`src/rtl/btn_in_multi.sv`:
```
// Multi-channel push-button front end: synchroniser, tick-sampled debounce, edge pulses,
// long-press detection and auto-repeat per channel, sharing one prescaler tick.
//
// state   | meaning
// IDLE    | debounced level released
// PRESSED | level pressed, counting ticks toward the long-press threshold
// HELD    | long press reported, counting ticks between auto-repeat pulses
module btn_in_multi #(
    parameter int CH           = 4,
    parameter int BIT_SIZE     = 20,
    parameter int STABLE       = 2,
    parameter int ACTIVE_LOW   = 1,
    parameter int LONG_TICKS   = 64,
    parameter int REPEAT_TICKS = 8
) (
    input  logic          clk,
    input  logic          i_sclr,
    input  logic [CH-1:0] i_bin,
    output logic [CH-1:0] o_level,
    output logic [CH-1:0] o_press,
    output logic [CH-1:0] o_release,
    output logic [CH-1:0] o_long,
    output logic [CH-1:0] o_repeat,
    output logic          o_tick
);
    localparam int SW   = $clog2(STABLE + 1);
    localparam int MAXT = (LONG_TICKS > REPEAT_TICKS) ? LONG_TICKS : REPEAT_TICKS;
    localparam int HW   = (MAXT < 1) ? 1 : $clog2(MAXT + 1);
    localparam logic [SW-1:0] STABLE_W = SW'(STABLE);
    localparam logic [HW-1:0] LONG_W   = HW'(LONG_TICKS);
    localparam logic [HW-1:0] REP_W    = HW'(REPEAT_TICKS);
    localparam logic          IDLE_PIN = (ACTIVE_LOW != 0);

    logic [BIT_SIZE-1:0] presc;

    always_ff @(posedge clk or posedge i_sclr) begin
        if (i_sclr) presc <= '0;
        else        presc <= presc + BIT_SIZE'(1);
    end

    assign o_tick = &presc;

    for (genvar g = 0; g < CH; g++) begin : g_ch
        typedef enum logic [1:0] {IDLE, PRESSED, HELD} state_t;
        state_t        state, state_n;
        logic          s1, s2, p, differ, flip, rise, fall;
        logic          level, press, rel, long_q, rpt_q, long_n, rpt_n;
        logic [SW-1:0] cnt, cnt_n, cnt_inc;
        logic [HW-1:0] hold, hold_n, hold_inc;

        // Sync flops reset to the released pin value so reset never looks like a press.
        always_ff @(posedge clk or posedge i_sclr) begin
            if (i_sclr) begin
                s1 <= IDLE_PIN;
                s2 <= IDLE_PIN;
            end else begin
                s1 <= i_bin[g];
                s2 <= s1;
            end
        end

        assign p = IDLE_PIN ? ~s2 : s2;

        always_comb begin
            cnt_inc  = cnt + SW'(1);
            hold_inc = hold + HW'(1);
            differ   = p ^ level;
            flip     = o_tick & differ & (cnt_inc == STABLE_W);
            rise     = flip & ~level;
            fall     = flip & level;
            cnt_n    = cnt;
            if (o_tick) cnt_n = (differ && !flip) ? cnt_inc : '0;

            state_n = state;
            hold_n  = hold;
            long_n  = 1'b0;
            rpt_n   = 1'b0;
            case (state)
                IDLE: begin
                    if (rise) begin
                        state_n = PRESSED;
                        hold_n  = '0;
                    end
                end
                PRESSED: begin
                    if (fall) begin
                        state_n = IDLE;
                        hold_n  = '0;
                    end else if (o_tick && LONG_TICKS != 0) begin
                        if (hold_inc == LONG_W) begin
                            state_n = HELD;
                            long_n  = 1'b1;
                            hold_n  = '0;
                        end else begin
                            hold_n = hold_inc;
                        end
                    end
                end
                HELD: begin
                    if (fall) begin
                        state_n = IDLE;
                        hold_n  = '0;
                    end else if (o_tick && REPEAT_TICKS != 0) begin
                        if (hold_inc == REP_W) begin
                            rpt_n  = 1'b1;
                            hold_n = '0;
                        end else begin
                            hold_n = hold_inc;
                        end
                    end
                end
                default: begin
                    state_n = IDLE;
                    hold_n  = '0;
                end
            endcase
        end

        always_ff @(posedge clk or posedge i_sclr) begin
            if (i_sclr) begin
                state  <= IDLE;
                hold   <= '0;
                cnt    <= '0;
                level  <= 1'b0;
                press  <= 1'b0;
                rel    <= 1'b0;
                long_q <= 1'b0;
                rpt_q  <= 1'b0;
            end else begin
                state  <= state_n;
                hold   <= hold_n;
                cnt    <= cnt_n;
                level  <= level ^ flip;
                press  <= rise;
                rel    <= fall;
                long_q <= long_n;
                rpt_q  <= rpt_n;
            end
        end

        assign o_level[g]   = level;
        assign o_press[g]   = press;
        assign o_release[g] = rel;
        assign o_long[g]    = long_q;
        assign o_repeat[g]  = rpt_q;
    end

endmodule

```
`config.mk`:
```
export PLATFORM = sky130hd
export DESIGN_NAME = btn_in_multi
export DESIGN_NICKNAME = d
export VERILOG_FILES = /design/src/rtl/btn_in_multi.sv
export SDC_FILE = /design/constraint.sdc
export NUM_CORES = 1
export LEC_CHECK = 0
export ABC_AREA = 0
export BUFFER_PORTS_ARGS = -buffer_cell sky130_fd_sc_hd__buf_2
export CELL_PAD_IN_SITES_DETAIL_PLACEMENT = 1
export CELL_PAD_IN_SITES_GLOBAL_PLACEMENT = 2
export CORE_AREA = 4 4 148 107
export DETAILED_ROUTE_END_ITERATION = 7
export DIE_AREA = 0 0 152 111
export PLACE_DENSITY_LB_ADDON = 0.2
export SYNTH_ARGS = -nofsm -noshare
export SYNTH_HDL_FRONTEND = slang
export SYNTH_SLANG_ARGS = --single-unit
export TNS_END_PERCENT = 100
```
`constraint.sdc`:
```
create_clock -name clk -period 5.9 [get_ports clk]
set_clock_uncertainty 0.1 [all_clocks]
set_input_delay 0.59 -clock clk [delete_from_list [all_inputs] [get_ports clk]]
set_output_delay 0.59 -clock clk [all_outputs]
set_load 0.05 [all_outputs]
```
==> impl_metrics.toml, run 1 <==
[status]
status = "finished, final reports clean"

[clock_tree]
ctsHoldBuffers = 0
numClockSinks = 92
clk_path_buf_depth = 2
cts_tree = "yes"
root_buffer = "clkbuf_16"
cts_resized = 0
h-tree-depth = 3
clk_pin_slew_ns = 0.07
clk_latency_ns = 0.34
cts_made_buffers = 9
cts_setup_buffers = 0

[drt]
vias_per_cell = 5.17
ant_nets = 0
wire_per_inst_um = 15.7
drt_iter0_drc = 130
remaining_drc_errors = 0
vias = 3728
dr.pass1.iters = 4
drt-total-wl_mm = 11.3

[floorplan]
dieWidth_um = 152
coreArea_um2 = 14400
rows = 37
dieArea_um2 = 16900
dieHeight_um = 111
io_pins = 27
start_util = 0.343

[layout]
fillers = 1672
diodes = 0
multi_input_area_um2 = 2310
regArea_um2 = 2310
syn2layout_area_growth_pct = 10.1
drive_gt1_frac = 0.131
nets = 557

[synthesis]
synth_seq_cells = 92
yosysTopAreaCell = "dfrtp_1"
yosysSeqAreaShare = 0.466
synth.most_common_cell = "dfrtp_1"
synth_ff_type = "dfrtp_1"
syn_inst = 510
synth_top_area_share = 0.424
synth_cell_types = 69
synth.top_cells.by_count = "dfrtp_1, inv_1, nor2_1"
syn_area_per_cell_um2 = 9.72
syn_area_um2 = 4960
yosys-top-cells-area = "dfrtp_1, ha_1, dfstp_2, o21ai_0, inv_1"
yosys_warnings = 0
async_flop_share = 1.00
synth_nets = 546
synth_edf_count = 0

[timing]
finalMaxSlewViolations = 0
fin_crit_ns = 3.93
post-route-period-util = 0.666
maxSlewHeadroom = 0.383
grt_setup_unrepaired = "false"
finalHoldViolCount = 0
finalWorstSetupSlack_ns = 1.97
fin_setup_tns_ns = 0
worstMarginPinSlew_ns = 0.926
setup_viol = 0
max_freq_mhz = 254

[global_route]
grt_pass1_wl_mm = 19.9
grt_max_degree = 74
first_global_vias = 3843
grt_usage = 0.142
antenna_found_initial = 0
grt_overflow = 0

[worst_setup_path]
worstSetupStartpoint = "presc[0]"
worst_setup_path_end_kind = "register"
arrival_ns = 4.10
worst_r2r_path_depth = 11
critPathLaunchType = "register"
rrSetupSlack_ns = 1.97
crit_end = "g_ch[1].hold[3]"
r2r-end = "g_ch[1].hold[3]"
timing.rr.start = "presc[0]"
worstPathRequired_ns = 6.07
worst-setup-path-type = "register to register"
path_max_fanout = 35

[power_and_ir_drop]
peakVddDrop_mv = 0.124
seqPwrFrac = 0.516
clkPwrFrac = 0.471
p_switching_uw = 268
p_comb_frac = 0.014
internal-power_uw = 967
netSwitchingFraction = 0.217
power.leakage_nw = 2.43
power_density_nw_per_um2 = 226

[placed_design]
port_buffers = 26
hpwl_mm = 8.25
place_ws_ns = 1.92
globalplace.congestion = 0.757

[min_path]
min_path_type = "input pin to asynchronous set/reset pin"

[job]
cap_violations = 0
[final cells by class]
| cell class | count | area share |
|---|---|---|
| Clock buffer | 10 | 0.0419 |
| Multi-Input combinational cell | 348 | 0.423 |
| Tap cell | 195 | 0.0447 |
| Sequential cell | 92 | 0.424 |
| Timing Repair Buffer | 27 | 0.0252 |
| Inverter | 43 | 0.0300 |
| Clock inverter | 6 | 0.0119 |
[critical path, stage by stage, from the launching register on]
cell and delay [ns]:
dfrtp_1 0.38, ha_1 0.19, nand3_1 0.21, nor4_2 0.29, nand3_2 0.59, inv_2 0.48, and3_1 0.25, ha_1 0.30
o21bai_1 0.19, o21ai_2 0.16, or4_1 0.55, o21ai_1 0.14
[state kept, by name, summed over array words and instances (netlist names)]
register and flops:
presc 20, g_ch.rel 4, g_ch.level 4, g_ch.hold 28, g_ch.cnt 8, g_ch.s2 4
g_ch.press 4, g_ch.rpt_q 4, g_ch.state 8, g_ch.long_q 4, g_ch.s1 4
[logic make-up after synthesis]
group	share of synthesized area
multiplexers	0.00227
AND/OR/NAND/NOR	0.187
AO/OA/AOI/OAI	0.160
buffers and inverters	0.0684
XOR/XNOR	0.0406
adder cells (fa/ha/maj)	0.0757
flip-flops	0.466
[layout by cell type (no fill, tap or decap), types with 3 or more instances in the layout]
cell	count
dfrtp_1	84
inv_1	41
nor2_1	39
nand2_1	38
o21ai_0	35
ha_1	30
buf_2	26
nand3_1	25
nor3_1	15
a21oi_1	15
xnor2_1	13
o31ai_1	10
xor2_1	10
nand4_1	9
clkbuf_16	9
o41ai_1	8
and3_1	8
dfstp_2	8
nand2b_1	7
a211oi_1	7
nor4_1	6
a21o_1	6
a31oi_1	5
or4_1	4
nand4b_1	3
nor2b_1	3
[per-layer routing]
layer | vias up | part of all wire | GRT usage
met5 | - | 0 | 0
met4 | 0 | 0.012 | 0.0377
met3 | 13 | 0.024 | 0.0308
met2 | 32 | 0.44 | 0.218
met1 | 1858 | 0.52 | 0.202
li1 | 1825 | - | -
[metrics by stage]
stage / hold slack [ns] / std cells / util / instance area, µm² / power (mW)
2_1_floorplan: 0.245 / 510 / - / 4960 / 0.659
3_3_place_gp: 0.247 / 705 / 0.358 / 5160 / 0.667
3_5_place_dp: 0.247 / 705 / 0.358 / 5160 / 0.667
4_1_cts: 0.0915 / 721 / 0.378 / 5460 / 1.26
5_1_grt: 0.107 / 721 / 0.378 / 5460 / 1.29
6_report: 0.0894 / 721 / 0.378 / 5460 / 1.23
[worst min-delay path by stage]
stage | end | slack [ns] | startpoint | depth (start not counted)
finish | g_ch[3].rpt_q | 0.09 | i_sclr | 2
floorplan | g_ch[0].s2 | 0.25 | g_ch[0].s1 | 0
detailed placement | g_ch[2].s2 | 0.25 | g_ch[2].s1 | 0
global route | g_ch[3].rpt_q | 0.11 | i_sclr | 2
global placement | g_ch[2].s2 | 0.25 | g_ch[2].s1 | 0
CTS | g_ch[3].rpt_q | 0.09 | i_sclr | 2
[power groups by stage]
stage	combinational [mW]	sequential, mW	clock, mW
floorplan	0.0108	0.648	0
global placement	0.0180	0.649	0
detailed placement	0.0186	0.649	0
CTS	0.0186	0.637	0.604
global route	0.0207	0.636	0.629
finish	0.0169	0.637	0.581
(Power assumes the default switching activity.)
==> run 2: changes to the inputs <==
--- a/config.mk
+++ b/config.mk
@@ -5,13 +5,13 @@
 export SDC_FILE = /design/constraint.sdc
 export NUM_CORES = 1
 export LEC_CHECK = 0
-export ABC_AREA = 0
+export ABC_AREA = 1
 export BUFFER_PORTS_ARGS = -buffer_cell sky130_fd_sc_hd__buf_2
 export CELL_PAD_IN_SITES_DETAIL_PLACEMENT = 1
 export CELL_PAD_IN_SITES_GLOBAL_PLACEMENT = 2
-export CORE_AREA = 4 4 148 107
+export CORE_AREA = 4 4 149 108
 export DETAILED_ROUTE_END_ITERATION = 7
-export DIE_AREA = 0 0 152 111
+export DIE_AREA = 0 0 153 112
 export PLACE_DENSITY_LB_ADDON = 0.2
 export SYNTH_ARGS = -nofsm -noshare
 export SYNTH_HDL_FRONTEND = slang
==> constraint.sdc (replaced) <==
create_clock -name clk -period 3.8 [get_ports clk]
set_clock_uncertainty 0.1 [all_clocks]
set_input_delay 0.38 -clock clk [delete_from_list [all_inputs] [get_ports clk]]
set_output_delay 0.38 -clock clk [all_outputs]
set_load 0.05 [all_outputs]
==> run 2 against run 1 <==
  * Routed wire length rose by 0.94%
  * Critical path depth rose by 4
  * Cell count rose by 17%
  * Register-to-register slack got worse by 1.3 ns
  * Synthesized cell count rose by 24%
  * Hold slack got worse by 0.053 ns
  * Largest cell class unchanged
  * Combinational power rose by 50%
==> impl_metrics.toml, run 2 <==
[clock_tree]
numClockSinks = 92
clk_pin_slew_ns = 0.06
ctsHoldBuffers = 0
clk_latency_ns = 0.34
clk_path_buf_depth = 2
h-tree-depth = 3
cts_made_buffers = 9
root_buffer = "clkbuf_16"
cts_setup_buffers = 0
cts_resized = 0
cts_tree = "yes"

[job]
cap_violations = 0

[synthesis]
synth_cell_types = 29
synth_edf_count = 0
yosysTopAreaCell = "dfrtp_1"
yosysSeqAreaShare = 0.457
async_flop_share = 1.00
yosys_warnings = 0
synth_ff_type = "dfrtp_1"
syn_area_per_cell_um2 = 8.01
synth_top_area_share = 0.416
synth_nets = 667
yosys-top-cells-area = "dfrtp_1, nand2_1, ha_1, inv_1, nor2_1"
syn_inst = 631
synth_seq_cells = 92
syn_area_um2 = 5050
synth.most_common_cell = "nand2_1"
synth.top_cells.by_count = "nand2_1, inv_1, dfrtp_1"

[layout]
drive_gt1_frac = 0.104
top_register = "g_ch.hold"
diodes = 0
syn2layout_area_growth_pct = 10.1
largest_register_ffs = 28
final_core_util = 0.383
nets = 683
layout_commonest_cell = "nand2_1"
final_cell_count_no_fill = 847
layout_common_cells = "nand2_1, inv_1, dfrtp_1, nor2_1, nand3_1"
top_regs = "g_ch.hold (28), presc (20)"

[timing]
maxSlewHeadroom = 0.408
finalHoldViolCount = 0
fin_setup_tns_ns = 0
finalMaxSlewViolations = 0
finalWorstSetupSlack_ns = 0.685
worstMarginPinSlew_ns = 0.887
setup_viol = 0
post-route-period-util = 0.820
max_freq_mhz = 321
grt_setup_unrepaired = "false"
hold_slack_ns = 0.0359
fin_crit_ns = 3.11

[global_route]
grt_overflow = 0
antenna_found_initial = 0
first_global_vias = 4098
grt_pass1_wl_mm = 20.1
grt_usage = 0.143
grt_max_degree = 73

[drt]
remaining_drc_errors = 0
drt_iter0_drc = 137
ant_nets = 0
wire_per_inst_um = 13.5
vias_per_cell = 4.56
dr.pass1.iters = 4
vias = 3865
drt-total-wl_mm = 11.4

[worst_setup_path]
rrSetupSlack_ns = 0.69
worstPathRequired_ns = 3.93
path_common_cell = "nand2_1"
path_cells = "ha_1 > nand2_1 > nor2_1 > nand2_1 > nor2_4 > nand3_4 > nor3b_1 > ha_1 > nor2_1 > nor2_1 > inv_1 > a21oi_4 > inv_2 > nand2_1 > nand2_1"
path_max_fanout = 19
worst_r2r_path_depth = 15
crit_slowest_cell = "nor3b_1"
worst-setup-path-type = "register to register"
worstSetupPathDepth = 15
r2r-end = "g_ch[0].hold[6]"
crit_buf_inv = 2
crit_family = "simple AND/OR/NAND/NOR gates"
critPathLaunchType = "register"
critPathMaxStageDelay_ns = 0.39
arrival_ns = 3.24
worst_setup_path_end_kind = "register"
timing.rr.start = "presc[0]"

[power_and_ir_drop]
power_density_nw_per_um2 = 340
clkPwrFrac = 0.465
p_comb_frac = 0.013
p_switching_uw = 396
seqPwrFrac = 0.522
power.leakage_nw = 2.89
netSwitchingFraction = 0.209
internal-power_mw = 1.50
peakVddDrop_mv = 0.201

[min_path]
worstHoldStart = "i_bin[0]"
hold_path_end = "g_ch[0].s1"
hold_depth = 1
min_path_type = "input pin to register"

[placed_design]
hpwl_mm = 8.76
globalplace.congestion = 0.767
port_buffers = 26
dp.cells = 831
place_ws_ns = 0.661

[floorplan]
dieHeight_um = 112
rows = 37
coreArea_um2 = 14500
start_util = 0.348
io_pins = 27
dieArea_um2 = 17100
dieWidth_um = 153

[status]
status = "finished, final reports clean"
[run 2: layout make-up]
cell class	count	area [µm²]
well taps	195	244
flip-flops and latches	92	2310
repair buffers	27	138
clock buffers	11	233
clock inverters	5	53.8
inverters	102	385
multi-input cells	415	2200
fillers	1790	8970
[run 2: worst max-delay path by stage]
stage                  start         endpoint
floorplan             i_sclr   g_ch[0].cnt[0]
global placement    presc[0]  g_ch[0].hold[0]
detailed placement  presc[0]  g_ch[0].hold[0]
CTS                 presc[0]  g_ch[0].hold[6]
global route        presc[0]  g_ch[0].hold[6]
finish              presc[0]  g_ch[0].hold[6]
[run 2: cells by family (layout without fill, tap and decap cells)]
kind of cell	Yosys count	after routing	synth area share
and+or+nand+nor	326	326	0.279
buffers and inverters	124	145	0.107
adders and majority gates	30	30	0.0743
AOI/OAI and AO/OA	35	35	0.0399
DFF	92	92	0.457
xor gates and xnor gates	24	24	0.0416
[run 2: metrics by stage]
stage	cell area, µm²	total power, mW
2_1_floorplan	5050	1.02
3_3_place_gp	5280	1.03
3_5_place_dp	5280	1.04
4_1_cts	5570	1.94
5_1_grt	5570	1.98
6_report	5570	1.89
[run 2: worst register-to-register path, stage by stage (launching register included)]
cell and delay [ns]:
dfrtp_1 0.38, ha_1 0.21, nand2_1 0.07, nor2_1 0.08, nand2_1 0.12, nor2_4 0.16, nand3_4 0.30, nor3b_1 0.40
ha_1 0.26, nor2_1 0.12, nor2_1 0.16, inv_1 0.09, a21oi_4 0.30, inv_2 0.12, nand2_1 0.08, nand2_1 0.05
[run 2: per-layer routing]
layer,part of all wire,vias up,global-route usage
met2,0.42,41,0.214
met3,0.032,10,0.0346
met1,0.54,1837,0.208
met5,0,-,0
li1,-,1977,-
met4,0.010,0,0.0338
[run 2: power groups by stage]
| stage | clock [mW] | sequential, mW | combinational [mW] |
|---|---|---|---|
| floorplan | 0 | 1.01 | 0.0167 |
| global placement | 0 | 1.01 | 0.0277 |
| detailed placement | 0 | 1.01 | 0.0281 |
| CTS | 0.919 | 0.989 | 0.0280 |
| global route | 0.959 | 0.989 | 0.0316 |
| finish | 0.880 | 0.989 | 0.0254 |
